==> src/rtl/opl3_pkg.sv <==
// Shared constants for the OPL3 timer/status stage.
package opl3_pkg;

  localparam int REG_TIMER_WIDTH = 8;

  // Sample-enable pulses per timer tick: 80 us and 320 us at ~49.7 kHz.
  localparam int TIMER1_TICK_SAMPLES_DEFAULT = 4;
  localparam int TIMER2_TICK_SAMPLES_DEFAULT = 16;

  // Bit positions inside the host status byte.
  localparam int STATUS_IRQ_BIT = 7;
  localparam int STATUS_FT1_BIT = 6;
  localparam int STATUS_FT2_BIT = 5;

  // Build the status byte from the two overflow flags.
  function automatic logic [7:0] pack_status(input logic ft1, input logic ft2);
    logic [7:0] s;
    s                 = 8'h00;
    s[STATUS_IRQ_BIT] = ft1 | ft2;
    s[STATUS_FT1_BIT] = ft1;
    s[STATUS_FT2_BIT] = ft2;
    return s;
  endfunction

endpackage

==> src/rtl/opl3_timers_if.sv <==
// Register-file -> timer stage bus. OPL3_TIMER_COUNT_READBACK_EN adds the
// live counter values for debug readback.
interface opl3_timers_if;
  import opl3_pkg::*;

  logic                       sample_clk_en;
  logic [REG_TIMER_WIDTH-1:0] timer1;
  logic [REG_TIMER_WIDTH-1:0] timer2;
  logic                       irq_rst;
  logic                       mt1;
  logic                       mt2;
  logic                       st1;
  logic                       st2;
  logic                       ft1;
  logic                       ft2;
  logic                       irq;
  logic                       irq_n;
  logic [7:0]                 status;
`ifdef OPL3_TIMER_COUNT_READBACK_EN
  logic [REG_TIMER_WIDTH-1:0] timer1_count;
  logic [REG_TIMER_WIDTH-1:0] timer2_count;
`endif

  // Register-file side drives presets/control and reads flags.
  modport master (
    output sample_clk_en, timer1, timer2, irq_rst, mt1, mt2, st1, st2,
`ifdef OPL3_TIMER_COUNT_READBACK_EN
    input  timer1_count, timer2_count,
`endif
    input  ft1, ft2, irq, irq_n, status
  );

  // Timer stage side.
  modport slave (
    input  sample_clk_en, timer1, timer2, irq_rst, mt1, mt2, st1, st2,
`ifdef OPL3_TIMER_COUNT_READBACK_EN
    output timer1_count, timer2_count,
`endif
    output ft1, ft2, irq, irq_n, status
  );

endinterface

==> src/rtl/opl3_timer_channel.sv <==
// One OPL3 hardware timer: free-running prescaler, start-edge detect,
// up-counter with reload, masked sticky overflow flag.
// OPL3_TIMER_COUNT_READBACK_EN exposes the counter register as count_o.
module opl3_timer_channel
  import opl3_pkg::*;
#(
  parameter int TICK_SAMPLES = TIMER1_TICK_SAMPLES_DEFAULT
) (
  input  logic                       clk,
  input  logic                       reset,
  input  logic                       sample_clk_en_i,
  input  logic [REG_TIMER_WIDTH-1:0] preset_i,
  input  logic                       irq_rst_i,
  input  logic                       mask_i,
  input  logic                       run_i,
`ifdef OPL3_TIMER_COUNT_READBACK_EN
  output logic [REG_TIMER_WIDTH-1:0] count_o,
`endif
  output logic                       flag_o
);

  localparam int PW = (TICK_SAMPLES > 1) ? $clog2(TICK_SAMPLES) : 1;
  localparam logic [PW-1:0] PRESC_LAST = PW'(TICK_SAMPLES - 1);

  logic [PW-1:0]              presc_q, presc_d;
  logic [REG_TIMER_WIDTH-1:0] cnt_q, cnt_d;
  logic                       run_q;
  logic                       flag_q, flag_d;
  logic                       tick, start, ovf;

  // Prescaler ticks on the wrapping sample pulse; start wins over a same-clk
  // tick; a run drop on the overflow clk suppresses the overflow entirely.
  always_comb begin
    presc_d = presc_q;
    cnt_d   = cnt_q;
    flag_d  = flag_q;
    tick    = sample_clk_en_i && (presc_q == PRESC_LAST);
    start   = run_i && !run_q;
    ovf     = run_i && !start && tick && (cnt_q == '1);

    if (sample_clk_en_i)
      presc_d = (presc_q == PRESC_LAST) ? '0 : presc_q + PW'(1);

    if (start)
      cnt_d = preset_i;
    else if (run_i && tick)
      cnt_d = ovf ? preset_i : cnt_q + REG_TIMER_WIDTH'(1);

    if (irq_rst_i)
      flag_d = 1'b0;
    else if (ovf && !mask_i)
      flag_d = 1'b1;
  end

  // State registers with synchronous reset.
  always_ff @(posedge clk) begin
    if (reset) begin
      presc_q <= '0;
      cnt_q   <= '0;
      run_q   <= 1'b0;
      flag_q  <= 1'b0;
    end else begin
      presc_q <= presc_d;
      cnt_q   <= cnt_d;
      run_q   <= run_i;
      flag_q  <= flag_d;
    end
  end

  assign flag_o = flag_q;
`ifdef OPL3_TIMER_COUNT_READBACK_EN
  assign count_o = cnt_q;
`endif

endmodule

==> src/rtl/opl3_timers.sv <==
// OPL3 timer/status stage: two timer channels, IRQ and status byte.
// OPL3_TIMER_COUNT_READBACK_EN adds timer1_count/timer2_count on the bus.
module opl3_timers
  import opl3_pkg::*;
#(
  parameter int TIMER1_TICK_SAMPLES = TIMER1_TICK_SAMPLES_DEFAULT,
  parameter int TIMER2_TICK_SAMPLES = TIMER2_TICK_SAMPLES_DEFAULT
) (
  input logic         clk,
  input logic         reset,
  opl3_timers_if.slave bus
);

  logic ft1, ft2;

  opl3_timer_channel #(.TICK_SAMPLES(TIMER1_TICK_SAMPLES)) u_t1 (
    .clk             (clk),
    .reset           (reset),
    .sample_clk_en_i (bus.sample_clk_en),
    .preset_i        (bus.timer1),
    .irq_rst_i       (bus.irq_rst),
    .mask_i          (bus.mt1),
    .run_i           (bus.st1),
`ifdef OPL3_TIMER_COUNT_READBACK_EN
    .count_o         (bus.timer1_count),
`endif
    .flag_o          (ft1)
  );

  opl3_timer_channel #(.TICK_SAMPLES(TIMER2_TICK_SAMPLES)) u_t2 (
    .clk             (clk),
    .reset           (reset),
    .sample_clk_en_i (bus.sample_clk_en),
    .preset_i        (bus.timer2),
    .irq_rst_i       (bus.irq_rst),
    .mask_i          (bus.mt2),
    .run_i           (bus.st2),
`ifdef OPL3_TIMER_COUNT_READBACK_EN
    .count_o         (bus.timer2_count),
`endif
    .flag_o          (ft2)
  );

  // Flags are registered in the channels; everything below is combinational.
  always_comb begin
    bus.ft1    = ft1;
    bus.ft2    = ft2;
    bus.irq    = ft1 | ft2;
    bus.irq_n  = ~(ft1 | ft2);
    bus.status = pack_status(ft1, ft2);
  end

endmodule

==> src/flat_wrapper.sv <==
// flat-port wrapper written by rule: the top's interface ports become plain ports
module opl3_timers_flat import opl3_pkg::*;
#(
  parameter int TIMER1_TICK_SAMPLES = TIMER1_TICK_SAMPLES_DEFAULT,
  parameter int TIMER2_TICK_SAMPLES = TIMER2_TICK_SAMPLES_DEFAULT
)
  (clk, reset, bus_sample_clk_en, bus_timer1, bus_timer2, bus_irq_rst, bus_mt1, bus_mt2, bus_st1, bus_st2, bus_ft1, bus_ft2, bus_irq, bus_irq_n, bus_status);
  opl3_timers_if bus_i ();
  input logic clk;
  input logic reset;
  input wire logic [$bits(bus_i.sample_clk_en)-1:0] bus_sample_clk_en;
  input wire logic [$bits(bus_i.timer1)-1:0] bus_timer1;
  input wire logic [$bits(bus_i.timer2)-1:0] bus_timer2;
  input wire logic [$bits(bus_i.irq_rst)-1:0] bus_irq_rst;
  input wire logic [$bits(bus_i.mt1)-1:0] bus_mt1;
  input wire logic [$bits(bus_i.mt2)-1:0] bus_mt2;
  input wire logic [$bits(bus_i.st1)-1:0] bus_st1;
  input wire logic [$bits(bus_i.st2)-1:0] bus_st2;
  output wire logic [$bits(bus_i.ft1)-1:0] bus_ft1;
  output wire logic [$bits(bus_i.ft2)-1:0] bus_ft2;
  output wire logic [$bits(bus_i.irq)-1:0] bus_irq;
  output wire logic [$bits(bus_i.irq_n)-1:0] bus_irq_n;
  output wire logic [$bits(bus_i.status)-1:0] bus_status;
  assign bus_i.sample_clk_en = bus_sample_clk_en;
  assign bus_i.timer1 = bus_timer1;
  assign bus_i.timer2 = bus_timer2;
  assign bus_i.irq_rst = bus_irq_rst;
  assign bus_i.mt1 = bus_mt1;
  assign bus_i.mt2 = bus_mt2;
  assign bus_i.st1 = bus_st1;
  assign bus_i.st2 = bus_st2;
  assign bus_ft1 = bus_i.ft1;
  assign bus_ft2 = bus_i.ft2;
  assign bus_irq = bus_i.irq;
  assign bus_irq_n = bus_i.irq_n;
  assign bus_status = bus_i.status;
  opl3_timers #(.TIMER1_TICK_SAMPLES(TIMER1_TICK_SAMPLES), .TIMER2_TICK_SAMPLES(TIMER2_TICK_SAMPLES)) u_core (.clk(clk), .reset(reset), .bus(bus_i));
endmodule
==> config.mk <==
export PLATFORM = sky130hd
export DESIGN_NAME = opl3_timers_flat
export DESIGN_NICKNAME = d
export VERILOG_FILES = /design/src/rtl/opl3_pkg.sv /design/src/rtl/opl3_timers_if.sv /design/src/rtl/opl3_timer_channel.sv /design/src/rtl/opl3_timers.sv /design/src/flat_wrapper.sv
export SDC_FILE = /design/constraint.sdc
export NUM_CORES = 1
export LEC_CHECK = 0
export BUFFER_PORTS_ARGS = -buffer_cell sky130_fd_sc_hd__buf_2
export CORE_MARGIN = 2
export CORE_UTILIZATION = 55
export CTS_CLUSTER_DIAMETER = 80
export CTS_CLUSTER_SIZE = 24
export DETAILED_ROUTE_END_ITERATION = 10
export GPL_ROUTABILITY_DRIVEN = 0
export PLACE_DENSITY = 0.89
export SKIP_CTS_REPAIR_TIMING = 1
export SLEW_MARGIN = 20
export SYNTH_ARGS = -nofsm -noshare
export SYNTH_HDL_FRONTEND = slang
export SYNTH_SLANG_ARGS = --single-unit
==> constraint.sdc <==
create_clock -name clk -period 3.9 [get_ports clk]
set_input_delay 0.195 -clock clk [delete_from_list [all_inputs] [get_ports clk]]
set_output_delay 0.195 -clock clk [all_outputs]
set_load 0.02 [all_outputs]
After elaboration in Yosys (flattened, before gate mapping)
Index checks and enable logic that the tools add are counted.
{"block": "word_totals", "regBits": 26, "output_inout_bits": 12, "word_cells": 49}
{"block": "classes", "add_sub_neg": 4, "eq_ne": 4, "mux": 8, "bitwise_logic": 2, "n_reduce_logical": 23}
{"operator": "$mux 8", "count": 6}
{"operator": "$add 8x1->8 const B", "count": 2}
{"operator": "$eq 8x8->1 const B", "count": 2}
{"operator": "$logic_and 1x1->1", "count": 14}
{"operator": "$logic_not 1->1", "count": 6}
{"operator": "$add 4x1->4 const B", "count": 1}
{"operator": "$eq 4x4->1 const B", "count": 1}
{"operator": "$mux 4", "count": 1}
{"operator": "$reduce_bool 2->1", "count": 2}
{"operator": "$add 2x1->2 const B", "count": 1}
{"operator": "$eq 2x2->1 const B", "count": 1}
{"operator": "$mux 2", "count": 1}
{"operator": "$reduce_or 2->1", "count": 1}
{"operator": "$not 1->1", "count": 1}
{"operator": "$or 1x1->1", "count": 1}

Logic depth before layout (Yosys ltp)
Gate-level depths: netlist (run 1).
{"block": "logic_depth", "depth_word": 9, "ltp_mapped": 7, "mapped_depth_nobuf": 6}

Cells and area by module
Synthesis (run 1) repeated with hierarchy kept, for this count alone.
{"block": "hier_totals", "cells_unflattened": 202, "area_unflattened_um2": 1626.6}
{"mod": "opl3_timer_channel (u_core.u_t2)", "n_inst": 1, "cells_per_inst": 102, "area_per_inst_um2": 824.5}
{"mod": "opl3_timer_channel (u_core.u_t1)", "n_inst": 1, "cells_per_inst": 89, "area_per_inst_um2": 728.2}
{"mod": "opl3_timers", "n_inst": 1, "cells_per_inst": 11, "area_per_inst_um2": 73.8}

Least setup slack after synthesis (run 1)
No wires, ideal clock.
{"block": "synth_timing", "kind": "reg2reg", "start": "register u_core.u_t2.presc_q[0]", "end": "register u_core.u_t2.cnt_q[7]", "setup_time_ps": 74, "t_arrival_ps": 1628, "t_required_ps": 3826, "slack_ps": 2198, "stages_incl_launch_ff": 7, "path_buffers": 0, "synth_period_minus_slack_ps": 1702, "cell_sequence": "dfxtp_1 > ha_1 > nand4_4 > o31ai_4 > and2_4 > or4_1 > a31oi_1"}
{"block": "synth_between", "elab_chain_len": 7, "elab_cells_between_ends": 9, "cone_classes": "eq/ne (1); mux (3); reduce/logical (5)"}
{"item": "start: declaration", "line": "opl3_timer_channel.sv:25", "rtl": "logic [PW-1:0] presc_q, presc_d;"}
{"item": "start signal: assignment", "line": "opl3_timer_channel.sv:63", "rtl": "presc_q <= presc_d;"}
{"item": "$eq 4x4->1 *", "line": "opl3_timer_channel.sv:37", "rtl": "tick = sample_clk_en_i && (presc_q == PRESC_LAST);"}
{"item": "$logic_and 1x1->1 *", "line": "opl3_timer_channel.sv:37"}
{"item": "$logic_and 1x1->1 (2 in series)", "line": "opl3_timer_channel.sv:39", "rtl": "ovf = run_i && !start && tick && (cnt_q == '1);"}
{"item": "$mux 8", "line": "opl3_timer_channel.sv:47", "rtl": "cnt_d = ovf ? preset_i : cnt_q + REG_TIMER_WIDTH'(1);"}
{"item": "$mux 8", "line": "opl3_timer_channel.sv:46", "rtl": "else if (run_i && tick)"}
{"item": "$mux 8", "line": "opl3_timer_channel.sv:44", "rtl": "if (start)"}
{"item": "end signal: assignment", "line": "opl3_timer_channel.sv:64", "rtl": "cnt_q <= cnt_d;"}
{"item": "end: declaration", "line": "opl3_timer_channel.sv:26", "rtl": "logic [REG_TIMER_WIDTH-1:0] cnt_q, cnt_d;"}
Mark *: on every way between the ends. The rest lies on a longest branch, timed or not. The select of a mux whose other input is x is not followed.
A chain may end at the register's enable or synchronous reset.

Worst setup path after layout (run 1)
{"block": "layout_timing", "start": "register u_core.u_t1.cnt_q[0]", "end": "register u_core.u_t1.cnt_q[5]"}
{"block": "layout_between", "elab_chain_len": 5, "elab_cells_between_ends": 6, "cone_classes": "add/sub (1); eq/ne (1); mux (3); reduce/logical (1)"}
{"item": "start: declaration", "line": "opl3_timer_channel.sv:26"}
{"item": "start signal: assignment", "line": "opl3_timer_channel.sv:64"}
{"item": "branches (longest 2 deep; another with $add 8x1->8)"}
{"item": "$mux 8 *", "line": "opl3_timer_channel.sv:47"}
{"item": "$mux 8 *", "line": "opl3_timer_channel.sv:46"}
{"item": "$mux 8 *", "line": "opl3_timer_channel.sv:44"}
Every way passes the cells marked *. The select of a mux whose other input is x is not followed.

==> flow_summary.ini, run 1 <==
[cells_and_area]
drive_gt1_share_pct = 19.3
final_cell_mix = 30 x buf_2, 26 x dfxtp_1, 18 x o21ai_0, 17 x nor2_1, 16 x nand2_1
stdcell_count = 254
regArea_sq_um = 520
layout_commonest_cell = buf_2
fillers = 234
multi_input_area_sq_um = 983
final_util_pct = 63.5
nets = 252
syn_to_final_growth_pct = 9.20
n_antenna_cell = 0

[routing]
antenna_left = 0
route.detailed.drc = 0
wl_per_cell_um = 13.2
drt_iter0_drc = 143
dr.pass1.iters = 4
avgViaCountPerCell = 5.91
vias = 1502
wl_mm = 3.34

[worst_setup_path]
cp.arrival_ns = 2.06
worst-setup-path-type = reg -> reg
critPathRequiredTime_ns = 4.11
slowest_stage = dfxtp_1
path_cells = ha_1, nand3_1, o31ai_4, and2_1, o21a_1, o21ai_0
cp_slowest_stage_delay_ns = 0.43
path_buf_inv = 0
path_max_fanout = 5
end_kind = flip-flop
crit_family = compound AO/OA/AOI/OAI gates
critPathLaunchType = flip-flop

[clock_tree]
cts_made_buffers = 3
cts.path.max_buffers = 2
clk_latency_ns = 0.32
h-tree-depth = 1
cts_tree = built
cts.clk_slew.worst_paths_ns = 0.14
clock-root-buffer = clkbuf_4
cts.sinks = 26

[sta]
clock_skew_ns = 0.00429
setup_viol = 0
fin_ws_ns = 2.04
post-route-min-period_ns = 1.86
rsz0062_at_grt = false
hold_viol = 0
slew_viol_final = 0
fin_crit_sh_pct = 47.6
max_slew_margin_pct = 61.0
max_freq_mhz = 539
finalSetupTns_ns = 0
worst_pin_slew_ns = 0.583

[global_routing]
grt_pass1_vias = 1336
antenna_found_initial = 0
grt_usage_pct = 21.5
grt_start_max_net_pins = 23
grt_pass1_wl_mm = 5.65
grt_remaining_overflow = 0

[floorplanning]
initial_utilization_pct = 58.2
row_count = 19
die_w_um = 58.0
core_sq_um = 2760
dieHeight_um = 58.0
die_area_sq_um = 3360
ios = 36

[logic_synthesis]
yosysWarningCount = 0
ys_types = 45
synth_seq_area_share_pct = 32.4
syn_area_per_cell_sq_um = 8.02
synthesis.area_sq_um = 1600
ys_seq_elements = 26
syn_inst = 200

[power_and_ir_drop]
power_leakage_nw = 0.693
power_w = 0.000518
ir_worst_vdd_mv = 0.236
power_density_nw_per_um2 = 295

[run_status]
status = completed

[placement]
port-buffer-count = 30
placedCellCount = 250
dp_hpwl_mm = 2.54
preCtsSetupSlack_ns = 2.06

[worst_hold_path]
worstHoldPathType = in -> reg

[job]
maxCapViolations = 0
[worst paths after layout]
check	from	endpoint	slack (ns)	cells past startpoint
worst max-delay path	u_core.u_t1.cnt_q[0]	u_core.u_t1.cnt_q[5]	2.04	6
worst max register to register	u_core.u_t1.cnt_q[0]	u_core.u_t1.cnt_q[5]	2.04	6
worst min-delay path	bus_irq_rst	u_core.u_t2.flag_o	0.11	3
worst min register to register	u_core.u_t1.flag_o	u_core.u_t1.flag_o	0.52	1
[cells in the mapped netlist]
| cell | n | area share, % |
|---|---|---|
| o31ai_4 | 2 | 2.7 |
| nor4_1 | 4 | 1.6 |
| nor3b_1 | 2 | 0.94 |
| or2_2 | 2 | 0.78 |
| buf_1 | 1 | 0.23 |
| conb_1 | 1 | 0.23 |
| a41oi_1 | 1 | 0.55 |
| or4_1 | 1 | 0.47 |
| nand2b_1 | 2 | 0.78 |
| a21boi_0 | 3 | 1.4 |
| nor2_1 | 17 | 4.0 |
| o21a_1 | 3 | 1.4 |
| clkbuf_1 | 1 | 0.23 |
| ha_1 | 4 | 3.1 |
| buf_2 | 5 | 1.6 |
| nand3_1 | 12 | 3.7 |
| nand4b_1 | 2 | 1.1 |
| nor3_1 | 4 | 1.2 |
| nand4_1 | 4 | 1.6 |
| o311ai_0 | 1 | 0.55 |
| a31oi_1 | 7 | 2.7 |
| or3_1 | 2 | 0.78 |
| and2_1 | 5 | 2.0 |
| and2_4 | 1 | 0.55 |
| xor2_1 | 1 | 0.55 |
| a21oi_1 | 11 | 3.4 |
| nand3_2 | 1 | 0.62 |
| inv_1 | 6 | 1.4 |
| mux2i_1 | 8 | 5.0 |
| dfxtp_1 | 26 | 32 |
| xnor2_1 | 1 | 0.55 |
| and4_1 | 2 | 1.1 |
| buf_4 | 8 | 3.7 |
| nor2b_1 | 3 | 1.2 |
| a22oi_1 | 1 | 0.47 |
| nand2_2 | 2 | 0.78 |
| and3_1 | 1 | 0.39 |
| nand2_1 | 16 | 3.7 |
| a211oi_1 | 2 | 0.94 |
| o31a_1 | 1 | 0.55 |
| o31ai_1 | 1 | 0.47 |
| o21ai_0 | 18 | 5.6 |
| a32oi_1 | 1 | 0.55 |
| nand4_4 | 1 | 1.3 |
| o32ai_1 | 2 | 1.1 |
[kinds of logic after synthesis]
logic type | Yosys count | synth area share (%)
flip-flops | 26 | 32.4
XOR/XNOR | 2 | 1.09
adder cells (fa/ha/maj) | 4 | 3.12
buffers and inverters | 21 | 7.18
AND/OR/NAND/NOR | 84 | 28.5
multiplexers | 8 | 4.99
AO/OA/AOI/OAI | 54 | 22.4
other | 1 | 0.234
[state kept, by name (all words and copies together), names as in the netlist]
name and cells:
u_core.u_t1.cnt_q 8, u_core.u_t1.presc_q 2, u_core.u_t2.run_q 1, u_core.u_t2.presc_q 4, u_core.u_t2.flag_o 1, u_core.u_t2.cnt_q 8, u_core.u_t1.run_q 1, u_core.u_t1.flag_o 1
[layout make-up]
| class | instances | area share, % |
|---|---|---|
| multi-input cells | 157 | 56.1 |
| flip-flops and latches | 26 | 29.7 |
| repair buffers | 30 | 8.57 |
| well taps | 31 | 2.21 |
| clock buffers | 4 | 2.07 |
| inverters | 6 | 1.29 |
[routing by layer]
layer / track usage, % / vias to the layer above / wire (um)
li1: - / 770 / -
met1: 27.8 / 675 / 1550
met2: 36.0 / 51 / 1570
met3: 2.68 / 6 / 179
met4: 9.30 / 0 / 51
met5: 0 / - / 0
[stage by stage]
step	hold slack [ns]	instance area, sq um
floorplan	0.278	1620
global placement	0.449	1720
detailed placement	0.459	1720
CTS	0.0987	1750
global route	0.0894	1750
finish	0.111	1750
[worst register-to-register path: stages (launching register included)]
cell and delay [ns]:
dfxtp_1 0.43, ha_1 0.22, nand3_1 0.21, o31ai_4 0.42, and2_1 0.26, o21a_1 0.14
o21ai_0 0.06
[report_power, final]
part	internal [W]	switching [W]	total (W)
combinational	0.0000363	0.0000453	0.0000816
sequential	0.000281	0.0000190	0.000300
clock	0.0000571	0.0000787	0.000136
(Power assumes the default switching activity.)
==> inputs of run 2 (changes only) <==
--- a/config.mk
+++ b/config.mk
@@ -7,12 +7,12 @@
 export LEC_CHECK = 0
 export BUFFER_PORTS_ARGS = -buffer_cell sky130_fd_sc_hd__buf_2
 export CORE_MARGIN = 2
-export CORE_UTILIZATION = 55
+export CORE_UTILIZATION = 53
 export CTS_CLUSTER_DIAMETER = 80
 export CTS_CLUSTER_SIZE = 24
 export DETAILED_ROUTE_END_ITERATION = 10
 export GPL_ROUTABILITY_DRIVEN = 0
-export PLACE_DENSITY = 0.89
+export PLACE_DENSITY = 0.86
 export SKIP_CTS_REPAIR_TIMING = 1
 export SLEW_MARGIN = 20
 export SYNTH_ARGS = -nofsm -noshare
==> constraint.sdc (replaced) <==
create_clock -name clk -period 1.8 [get_ports clk]
set_input_delay 0.09 -clock clk [delete_from_list [all_inputs] [get_ports clk]]
set_output_delay 0.09 -clock clk [all_outputs]
set_load 0.02 [all_outputs]
==> flow_summary.ini, run 2 (synthesized netlist as in run 1, its figures left out) <==
[clock_tree]
cts_made_buffers = 3
cts.sinks = 26
clk_latency_ns = 0.31
clock-root-buffer = clkbuf_4
h-tree-depth = 1
cts_tree = built
cts.path.max_buffers = 2
cts.clk_slew.worst_paths_ns = 0.14

[worst_setup_path]
slowest_stage = or4_1
path_cells = ha_1, nand3_2, o31ai_4, and2_4, or4_1, a31oi_1
worst-setup-path-type = reg -> reg
end_kind = flip-flop
critPathRequiredTime_ns = 2.05
critPathLaunch = u_core.u_t2.cnt_q[0]
r2r-start = u_core.u_t2.cnt_q[0]
rr_worst_depth = 6
path_max_fanout = 5
critPathLaunchType = flip-flop
cp_slowest_stage_delay_ns = 0.50
cp.arrival_ns = 1.93

[placement]
port-buffer-count = 30
preCtsSetupSlack_ns = 0.0175
dp_hpwl_mm = 2.92
placedCellCount = 261

[sta]
setup_viol = 0
post-route-min-period_ns = 1.68
rsz0062_at_grt = false
hold_viol = 0
fin_crit_sh_pct = 93.4
max_freq_mhz = 595
slew_viol_final = 0
clock_skew_ns = 0.00178
fin_ws_ns = 0.119
whs_ns = 0.0160

[power_and_ir_drop]
power_density_nw_per_um2 = 614
power_leakage_nw = 0.751
ir_worst_vdd_mv = 0.401

[cells_and_area]
syn_to_final_growth_pct = 16.4
drive_gt1_share_pct = 24.7
final_cell_mix = 30 x buf_2, 24 x dfxtp_1, 18 x o21ai_0, 17 x nor2_1, 16 x nand2_1
n_antenna_cell = 0
fillers = 256
layout_commonest_cell = buf_2
stdcell_count = 266
reg_top3 = u_core.u_t1.cnt_q (8), u_core.u_t2.cnt_q (8), u_core.u_t2.presc_q (4)
nets = 264

[routing]
dr.pass1.iters = 4
wl_per_cell_um = 14.3
drt_iter0_drc = 144
avgViaCountPerCell = 5.97
wl_mm = 3.80
antenna_left = 0
route.detailed.drc = 0
vias = 1587

[worst_hold_path]
worstHoldPathType = in -> reg
worstHoldStart = bus_irq_rst
min_path_cells = 3

[floorplanning]
ios = 36
dieHeight_um = 59.0
core_sq_um = 2810
die_area_sq_um = 3480
row_count = 19
initial_utilization_pct = 57.2
die_w_um = 59.0

[run_status]
status = completed

[global_routing]
grt_pass1_vias = 1497
grt_usage_pct = 23.6
grt_remaining_overflow = 0
grt_start_max_net_pins = 23
grt_pass1_wl_mm = 6.35
antenna_found_initial = 0

[job]
maxCapViolations = 0
## run 2: layer usage
layer | routed length, um | global-route usage [%] | vias to the layer above
li1 | - | - | 791
met5 | 0 | 0 | -
met2 | 1900 | 41.7 | 59
met1 | 1670 | 28.8 | 730
met4 | 41 | 10.4 | 0
met3 | 178 | 2.18 | 7
## run 2: power breakdown
group | switching (W) | internal, W
clock network | 0.000167 | 0.000124
logic | 0.000113 | 0.0000950
registers | 0.0000370 | 0.000610
## run 2: final timing paths
| check | slack (ns) | to |
|---|---|---|
| min reg2reg | 0.51 | u_core.u_t1.flag_o |
| min | 0.02 | u_core.u_t1.flag_o |
| max reg2reg | 0.12 | u_core.u_t2.cnt_q[7] |
| max | 0.12 | u_core.u_t2.cnt_q[7] |
## run 2: through the flow
stage          utilization [%]  cell area [sq um]  setup TNS, ns  total power (W)
2_1_floorplan                -               1620              0         0.000790
3_5_place_dp              64.1               1800              0         0.000857
4_1_cts                   65.4               1830       -0.00601          0.00115
3_3_place_gp              64.1               1800              0         0.000850
5_1_grt                   66.5               1870              0          0.00121
6_report                  66.5               1870              0          0.00115
## run 2: worst max-delay path, delay by kind of cell, from the launching register on
| family | cells | cell delay, ns |
|---|---|---|
| AOI/OAI and AO/OA | 2 | 0.23 |
| adders and majority gates | 1 | 0.23 |
| and+or+nand+nor | 3 | 0.80 |
| DFF | 1 | 0.36 |
## run 2: final cells by class
cell class,instances,area [sq um],area share [%]
multi-input cells,157,1000,53.6
flip-flops and latches,26,526,28.2
repair buffers,42,243,13.0
well taps,31,38.8,2.08
clock buffers,4,36.3,1.94
inverters,6,22.5,1.21
